[src/rtl/seqdet_pkg.sv]
// Shared types and limits for the serial pattern detector.
package seqdet_pkg;

  typedef enum logic {
    FILL  = 1'b0,
    ARMED = 1'b1
  } seqdet_state_t;

  localparam int unsigned SEQDET_MAX_WIDTH = 16;

endpackage

[src/rtl/seqdet_hist.sv]
// Serial history shift register with a fill counter that saturates at WIDTH.
// Exposes the post-shift history and the post-increment fullness so that
// the match can be evaluated on the same edge that samples the bit.
module seqdet_hist
  import seqdet_pkg::*;
#(
  parameter int unsigned WIDTH = 4
) (
  input  logic             clk,
  input  logic             reset,
  input  logic             i_clr,
  input  logic             i_en,
  input  logic             i_din,
  input  logic             i_fill_clr,
  output logic [WIDTH-1:0] o_hist_nxt,
  output logic             o_full_nxt,
  output logic             o_full
);

  localparam int unsigned      FW       = $clog2(WIDTH + 1);
  localparam logic [FW-1:0]    FILL_MAX = FW'(WIDTH);

  logic [WIDTH-1:0] r_hist;
  logic [FW-1:0]    r_fill;
  logic [FW-1:0]    w_fill_inc;

  assign o_hist_nxt = {r_hist[WIDTH-2:0], i_din};
  assign w_fill_inc = (r_fill == FILL_MAX) ? FILL_MAX : r_fill + FW'(1);
  assign o_full_nxt = (w_fill_inc == FILL_MAX);
  assign o_full     = (r_fill == FILL_MAX);

  always_ff @(posedge clk or negedge reset) begin
    if (!reset) begin
      r_hist <= '0;
      r_fill <= '0;
    end else if (i_clr) begin
      r_hist <= '0;
      r_fill <= '0;
    end else if (i_en) begin
      r_hist <= o_hist_nxt;
      r_fill <= i_fill_clr ? '0 : w_fill_inc;
    end
  end

endmodule

[src/rtl/seq_detector.sv]
// Serial pattern detector with runtime-loadable pattern and overlap control.
// Optional saturating match counter enabled by SEQDET_COUNT_EN.
module seq_detector
  import seqdet_pkg::*;
#(
  parameter int unsigned       WIDTH   = 4,
  parameter logic [WIDTH-1:0]  PATTERN = 4'b1011,
  parameter int unsigned       CNT_W   = 8
) (
  input  logic             clk,
  input  logic             reset,
  input  logic             en,
  input  logic             din,
  input  logic             overlap,
  input  logic             pat_load,
  input  logic [WIDTH-1:0] pat_in,
  output logic             y,
  output logic             armed
`ifdef SEQDET_COUNT_EN
  ,
  output logic [CNT_W-1:0] match_cnt
`endif
);

  if (WIDTH < 2 || WIDTH > SEQDET_MAX_WIDTH) begin : g_bad_width
    $error("seq_detector: WIDTH out of range");
  end

  logic [WIDTH-1:0] r_pat;
  seqdet_state_t    r_state;
  seqdet_state_t    w_state_nxt;
  logic             r_y;
  logic             w_match;
  logic             w_fill_clr;
  logic [WIDTH-1:0] w_hist_nxt;
  logic             w_full_nxt;
  logic             w_full;

  seqdet_hist #(
    .WIDTH (WIDTH)
  ) u_hist (
    .clk        (clk),
    .reset      (reset),
    .i_clr      (pat_load),
    .i_en       (en),
    .i_din      (din),
    .i_fill_clr (w_fill_clr),
    .o_hist_nxt (w_hist_nxt),
    .o_full_nxt (w_full_nxt),
    .o_full     (w_full)
  );

  // A load on the same edge drops the sampled bit, so it can never match.
  assign w_match    = en && !pat_load && (w_hist_nxt == r_pat) && w_full_nxt;
  assign w_fill_clr = w_match && !overlap;

  always_comb begin
    w_state_nxt = w_full ? ARMED : FILL;
    if (pat_load) begin
      w_state_nxt = FILL;
    end else if (en) begin
      w_state_nxt = (w_full_nxt && !w_fill_clr) ? ARMED : FILL;
    end
  end

  always_ff @(posedge clk or negedge reset) begin
    if (!reset) begin
      r_state <= FILL;
      r_y     <= 1'b0;
      r_pat   <= PATTERN;
    end else begin
      r_state <= w_state_nxt;
      r_y     <= w_match;
      if (pat_load) begin
        r_pat <= pat_in;
      end
    end
  end

  assign y     = r_y;
  assign armed = (r_state == ARMED);

`ifdef SEQDET_COUNT_EN
  logic [CNT_W-1:0] r_cnt;

  always_ff @(posedge clk or negedge reset) begin
    if (!reset) begin
      r_cnt <= '0;
    end else if (w_match && (r_cnt != '1)) begin
      r_cnt <= r_cnt + CNT_W'(1);
    end
  end

  assign match_cnt = r_cnt;
`else
  logic w_unused_cnt_w;
  assign w_unused_cnt_w = (CNT_W > 0);
`endif

endmodule

[config.mk]
export PLATFORM = sky130hd
export DESIGN_NAME = seq_detector
export DESIGN_NICKNAME = d
export VERILOG_FILES = /design/src/rtl/seqdet_pkg.sv /design/src/rtl/seqdet_hist.sv /design/src/rtl/seq_detector.sv
export SDC_FILE = /design/constraint.sdc
export NUM_CORES = 1
export LEC_CHECK = 0
export CAP_MARGIN = 40
export CORE_ASPECT_RATIO = 0.9
export CORE_MARGIN = 2
export CORE_UTILIZATION = 30
export CTS_CLUSTER_DIAMETER = 150
export DETAILED_ROUTE_END_ITERATION = 6
export PLACE_DENSITY_LB_ADDON = 0.3
export SLEW_MARGIN = 20
export SYNTH_ARGS = -nofsm -noshare
export SYNTH_HDL_FRONTEND = slang
export SYNTH_SLANG_ARGS = --single-unit
[constraint.sdc]
create_clock -name clk -period 1.7 [get_ports clk]
set_input_delay 0.34 -clock clk [delete_from_list [all_inputs] [get_ports clk]]
set_output_delay 0.34 -clock clk [all_outputs]
set_load 0.005 [all_outputs]
## Word-level counts from Yosys, hierarchy flattened

Index checks and enable logic that the tools add are counted.

| word-level totals | value |
|---|---|
| flip-flop bits (word level) | 12 |
| input bits | 10 |
| output and inout port bits | 2 |
| word-level logic and storage cells | 28 |

| operators by class | value |
|---|---|
| add/sub/neg operators | 1 |
| eq/ne operators | 3 |
| muxes and demuxes | 10 |
| reduce and logical (&&, ||, !) cells | 9 |

Operators by type and width:

| operator | count |
|---|---|
| 2-to-1 mux 3 bit | 6 |
| == test 3 bit (second input constant) | 2 |
| logical AND 1 bit | 5 |
| == test 4 bit | 1 |
| 2-to-1 mux 1 bit | 4 |
| adder 3 x 1 -> 3 bit (second input constant) | 1 |
| zero test 1 bit | 3 |
| nonzero test 2 bit | 1 |

## Depth between registers and ports, before layout

| depth | value |
|---|---|
| word-level depth | 10 |
| gate-level depth with buffers | 6 |
| mapped depth without buffers | 6 |

## Modules after synthesis

Synthesis repeated with hierarchy kept, for this count alone.

| unflattened totals | value |
|---|---|
| cells, all modules | 52 |
| area, all modules | 623.1 um2 |

By module, submodules not included:

| module | times used | cells each | area an instance (um2) | sequential area each (um2) |
|---|---|---|---|---|
| seqdet_hist | 1 | 30 | 340.3 | 150.1 |
| seq_detector | 1 | 22 | 282.8 | 153.9 |

## Least setup slack after synthesis

OpenSTA, ideal clock, no wires.

| path | value |
|---|---|
| path type | register to register |
| start point | reg u_hist.r_fill[0] |
| end point | reg u_hist.r_fill[2] |
| library setup time | 84 ps |
| arrival time | 1207 ps |
| required time | 1616 ps |
| path slack | 409 ps |
| stages on the path, launching flop included | 6 |
| path buffers | 0 |
| clock period less this slack | 1291 ps |
| cells stage by stage | dfrtp_1 > inv_1 > ha_1 > nor2b_4 > a311o_1 > a41oi_2 |

| on the way | value |
|---|---|
| longest elaborated chain between the ends | 8 |
| elaborated cells on any way between the ends | 9 |
| those cells by class | add/sub: 1; eq/ne: 2; mux: 4; reduce/logical: 2 |

RTL lines:

| what | line | RTL |
|---|---|---|
| start: declaration | seqdet_hist.sv:24 | `logic [FW-1:0] r_fill;` |
| start signal: assignment | seqdet_hist.sv:41 | `r_fill <= i_fill_clr ? '0 : w_fill_inc;` |
| adder 3 x 1 -> 3 bit or == test 3 bit (tied branches) | seqdet_hist.sv:28 | `assign w_fill_inc = (r_fill == FILL_MAX) ? FILL_MAX : r_fill + FW'(1);` |
| 2-to-1 mux 3 bit (*) | seqdet_hist.sv:28 |  |
| == test 3 bit | seqdet_hist.sv:29 | `assign o_full_nxt = (w_fill_inc == FILL_MAX);` |
| logical AND 1 bit | seq_detector.sv:54 | `assign w_match = en && !pat_load && (w_hist_nxt == r_pat) && w_full_nxt;` |
| logical AND 1 bit | seq_detector.sv:55 | `assign w_fill_clr = w_match && !overlap;` |
| 2-to-1 mux 3 bit (*) | seqdet_hist.sv:41 |  |
| 2-to-1 mux 3 bit (*) | seqdet_hist.sv:39 | `end else if (i_en) begin` |
| 2-to-1 mux 3 bit (*) | seqdet_hist.sv:36 | `end else if (i_clr) begin` |

Mark *: on every way between the ends. The rest lies on a longest branch, timed or not. The select of a mux whose other input is x is not followed.
A chain may end at the register's enable or synchronous reset.

## Worst setup path in the final report

| path | value |
|---|---|
| start point | reg r_y, in the netlist y |
| end point | out y |

RTL lines:

| what | line | RTL |
|---|---|---|
| start: declaration | seq_detector.sv:32 | `logic r_y;` |
| start signal: assignment | seq_detector.sv:73 | `r_y <= w_match;` |
| end: declaration | seq_detector.sv:17 | `output logic y,` |

No word-level cell between the ends.

==> results.txt <==
GRT Overall Usage -> 11.17%
GRT overflow -> 0
Critical Path, Cell by Cell -> clkdlybuf4s50_1
Req. time, crit path -> 1.36 ns
Syn Nets -> 64
DRT antenna net count -> 0
Post-DP HPWL -> 821.4 um
Fraction of layout instances using a drive strength above 1 -> 23.88%
Crit path max-delay family -> buffers and inverters
Residual DRC -> 0
Iter 0 DRT Violations -> 5
Synthesis-stage register bit count -> 12
Lkg Pwr -> 0.3285 nW
Yosys warns -> 0
Final Hold Fails -> 0
Pin count of the biggest net entering global routing -> 13
Cells after Synth -> 52
Crit Path Category -> reg -> out
Non-Filler Instances -> 92
Max Buffers Root-to-Sink -> 2
Synth unique cells -> 20
Final wirelength -> 1.046 mm
Most frequent cells in the layout -> 11 x clkdlybuf4s50_1, 9 x dfrtp_1, 8 x nor2_1
RSZ-0062 raised after global routing -> no
Initial DRT Pass Iterations -> 4
Diode count -> 0
Run status -> finished clean
Area Growth Syn to Fin -> 28.89%
Vias -> 405
FP Rows -> 15
Initial Util -> 31.90%
H-tree levels -> 1
Floorplan core area -> 0.001914 mm2
Gp weighted congestion -> 0.7834
First-pass GRT wire length -> 1.863 mm
CP endpoint kind -> primary output
Bufs and invs on worst path -> 1
Endpoints failing setup -> 0
Delay of the slowest cell on the worst path -> 0.49 ns
Hold buffers post-CTS -> 0
Die area -> 0.002413 mm2
Die Ht -> 46.80 um
Worst Hold Class -> in -> async
Minimum clock period -> 1.424 ns
Period Utilization, post-route -> 83.75%
CTS tree -> built
Clk pin slew, worst setup/hold paths -> 0.08 ns
Vias per inst -> 4.402
Clock latency on the worst-skew pair -> 0.27 ns
Width of the die -> 51.56 um
CTS resizes -> 0
Antenna violations before repair -> 0
Max-slew headroom -> 64.34%
Syn_area_per_cell -> 11.74 um2
Critical-path top delay cell -> clkdlybuf4s50_1
Cells after DPL -> 88
Power Dens Cells -> 824.9 mW/mm2
WL per Instance -> 11.37 um
Max-slew violations -> 0
Post-Syn Area -> 610.6 um2
Sequential area share after synthesis -> 49.80%
CTS buffer count -> 3
Number of global-route vias before repair -> 436
Clock sink total -> 12
Most common library cell in the layout ignoring fill and taps -> clkdlybuf4s50_1
CP Launch Type -> register
Final Skew -> 0.002018 ns
Placed cell area -> 750.7 um2
Root buffer cell -> clkbuf_4
Post-layout nets -> 80
Setup_tns -> 0 ns
Crit Path Max Fanout -> 1
Worst Tran Pin Value -> 0.5333 ns
Max Cap Viol -> 0
Setup bufs post-CTS -> 0
F_max -> 702.4 MHz
Worst EP arrival -> 1.08 ns
Design area -> 787.0 um2
Maximum vdd drop -> 0.0002765 V
IO Port Bufs -> 11
Io pins -> 12
## final timing paths
check / from / end / slack (ns) / cells after the start
worst max register to register: u_hist.r_fill[0]$_DFFE_PN0P_ / armed$_DFF_PN0_ / 0.29 / 5
worst max-delay path: y$_DFF_PN0_ / y / 0.28 / 1
worst min-delay path: reset / armed$_DFF_PN0_ / 0.41 / 1
min in group clk: u_hist.r_hist[2]$_DFFE_PN0P_ / u_hist.r_hist[2]$_DFFE_PN0P_ / 0.55 / 2
worst min register to register: u_hist.r_hist[2]$_DFFE_PN0P_ / u_hist.r_hist[2]$_DFFE_PN0P_ / 0.55 / 2
max in group asynchronous: reset / r_pat[0]$_DFFE_PN1P_ / 0.92 / 1
## power breakdown
part / switching (mW) / internal [mW]
clock: 0.0985 / 0.130
combinational: 0.0431 / 0.0557
sequential: 0.0143 / 0.307
## final cells by class
| cell class | count | area (um2) |
|---|---|---|
| fillers | 195 | 1127 |
| repair buffers | 13 | 125.1 |
| inverters | 3 | 11.26 |
| well taps | 25 | 31.28 |
| flip-flops and latches | 12 | 304.0 |
| clock buffers | 4 | 36.28 |
| multi-input cells | 35 | 279.0 |
## Yosys cell counts (all sizes together)
| library cell | instances | area (um2) |
|---|---|---|
| mux2 | 4 | 45.04 |
| nand4 | 1 | 6.260 |
| buf | 2 | 16.26 |
| nand2 | 1 | 3.750 |
| xnor2 | 4 | 35.03 |
| ha | 2 | 25.02 |
| nor2b | 1 | 13.76 |
| a41oi | 1 | 16.27 |
| a311o | 1 | 10.01 |
| a21oi | 4 | 23.77 |
| dfrtp | 9 | 225.2 |
| mux2i | 5 | 50.05 |
| dfstp | 3 | 78.83 |
| inv | 3 | 11.26 |
| o32ai | 1 | 8.760 |
| nand3 | 1 | 5.000 |
| nand2b | 1 | 6.260 |
| nor2 | 8 | 30.03 |
## per-stage QoR
| step | power (mW) | setup WS [ns] | util, % | hold slack [ns] |
|---|---|---|---|---|
| floorplan | 0.3867 | 0.4091 | - | 0.04441 |
| global placement | 0.4258 | 0.1149 | 39.22 | 0.5301 |
| detailed placement | 0.4280 | 0.1183 | 39.22 | 0.5383 |
| CTS | 0.6616 | 0.2642 | 41.11 | 0.4253 |
| global route | 0.6854 | 0.1247 | 41.11 | 0.4437 |
| finish | 0.6492 | 0.2762 | 41.11 | 0.4100 |
## state kept, by name (all words and copies together), names as in the netlist
name	count
armed	1
u_hist.r_hist	3
y	1
u_hist.r_fill	3
r_pat	4
## cells by family (layout without fill, tap and decap cells)
kind of cell | after synthesis | count (layout) | synth area share (%)
compound gates | 7 | 7 | 9.632
xor+xnor | 4 | 4 | 5.737
fa+ha+maj | 2 | 2 | 4.098
buf+inv | 5 | 20 | 4.507
flops | 12 | 12 | 49.80
mux | 9 | 9 | 15.57
simple gates | 13 | 13 | 10.66
## metal layers
metal / wire length, um / GRT usage [%] / share of wire (%) / up-vias
met4: 20 / 7.895 / 1.9 / 0
met3: 71 / 4.777 / 6.8 / 4
met5: 0 / 0 / 0 / -
met1: 519 / 13.03 / 50 / 183
li1: - / - / - / 208
met2: 434 / 16.92 / 41 / 10
No activity file was read; power rests on OpenSTA's default activity.
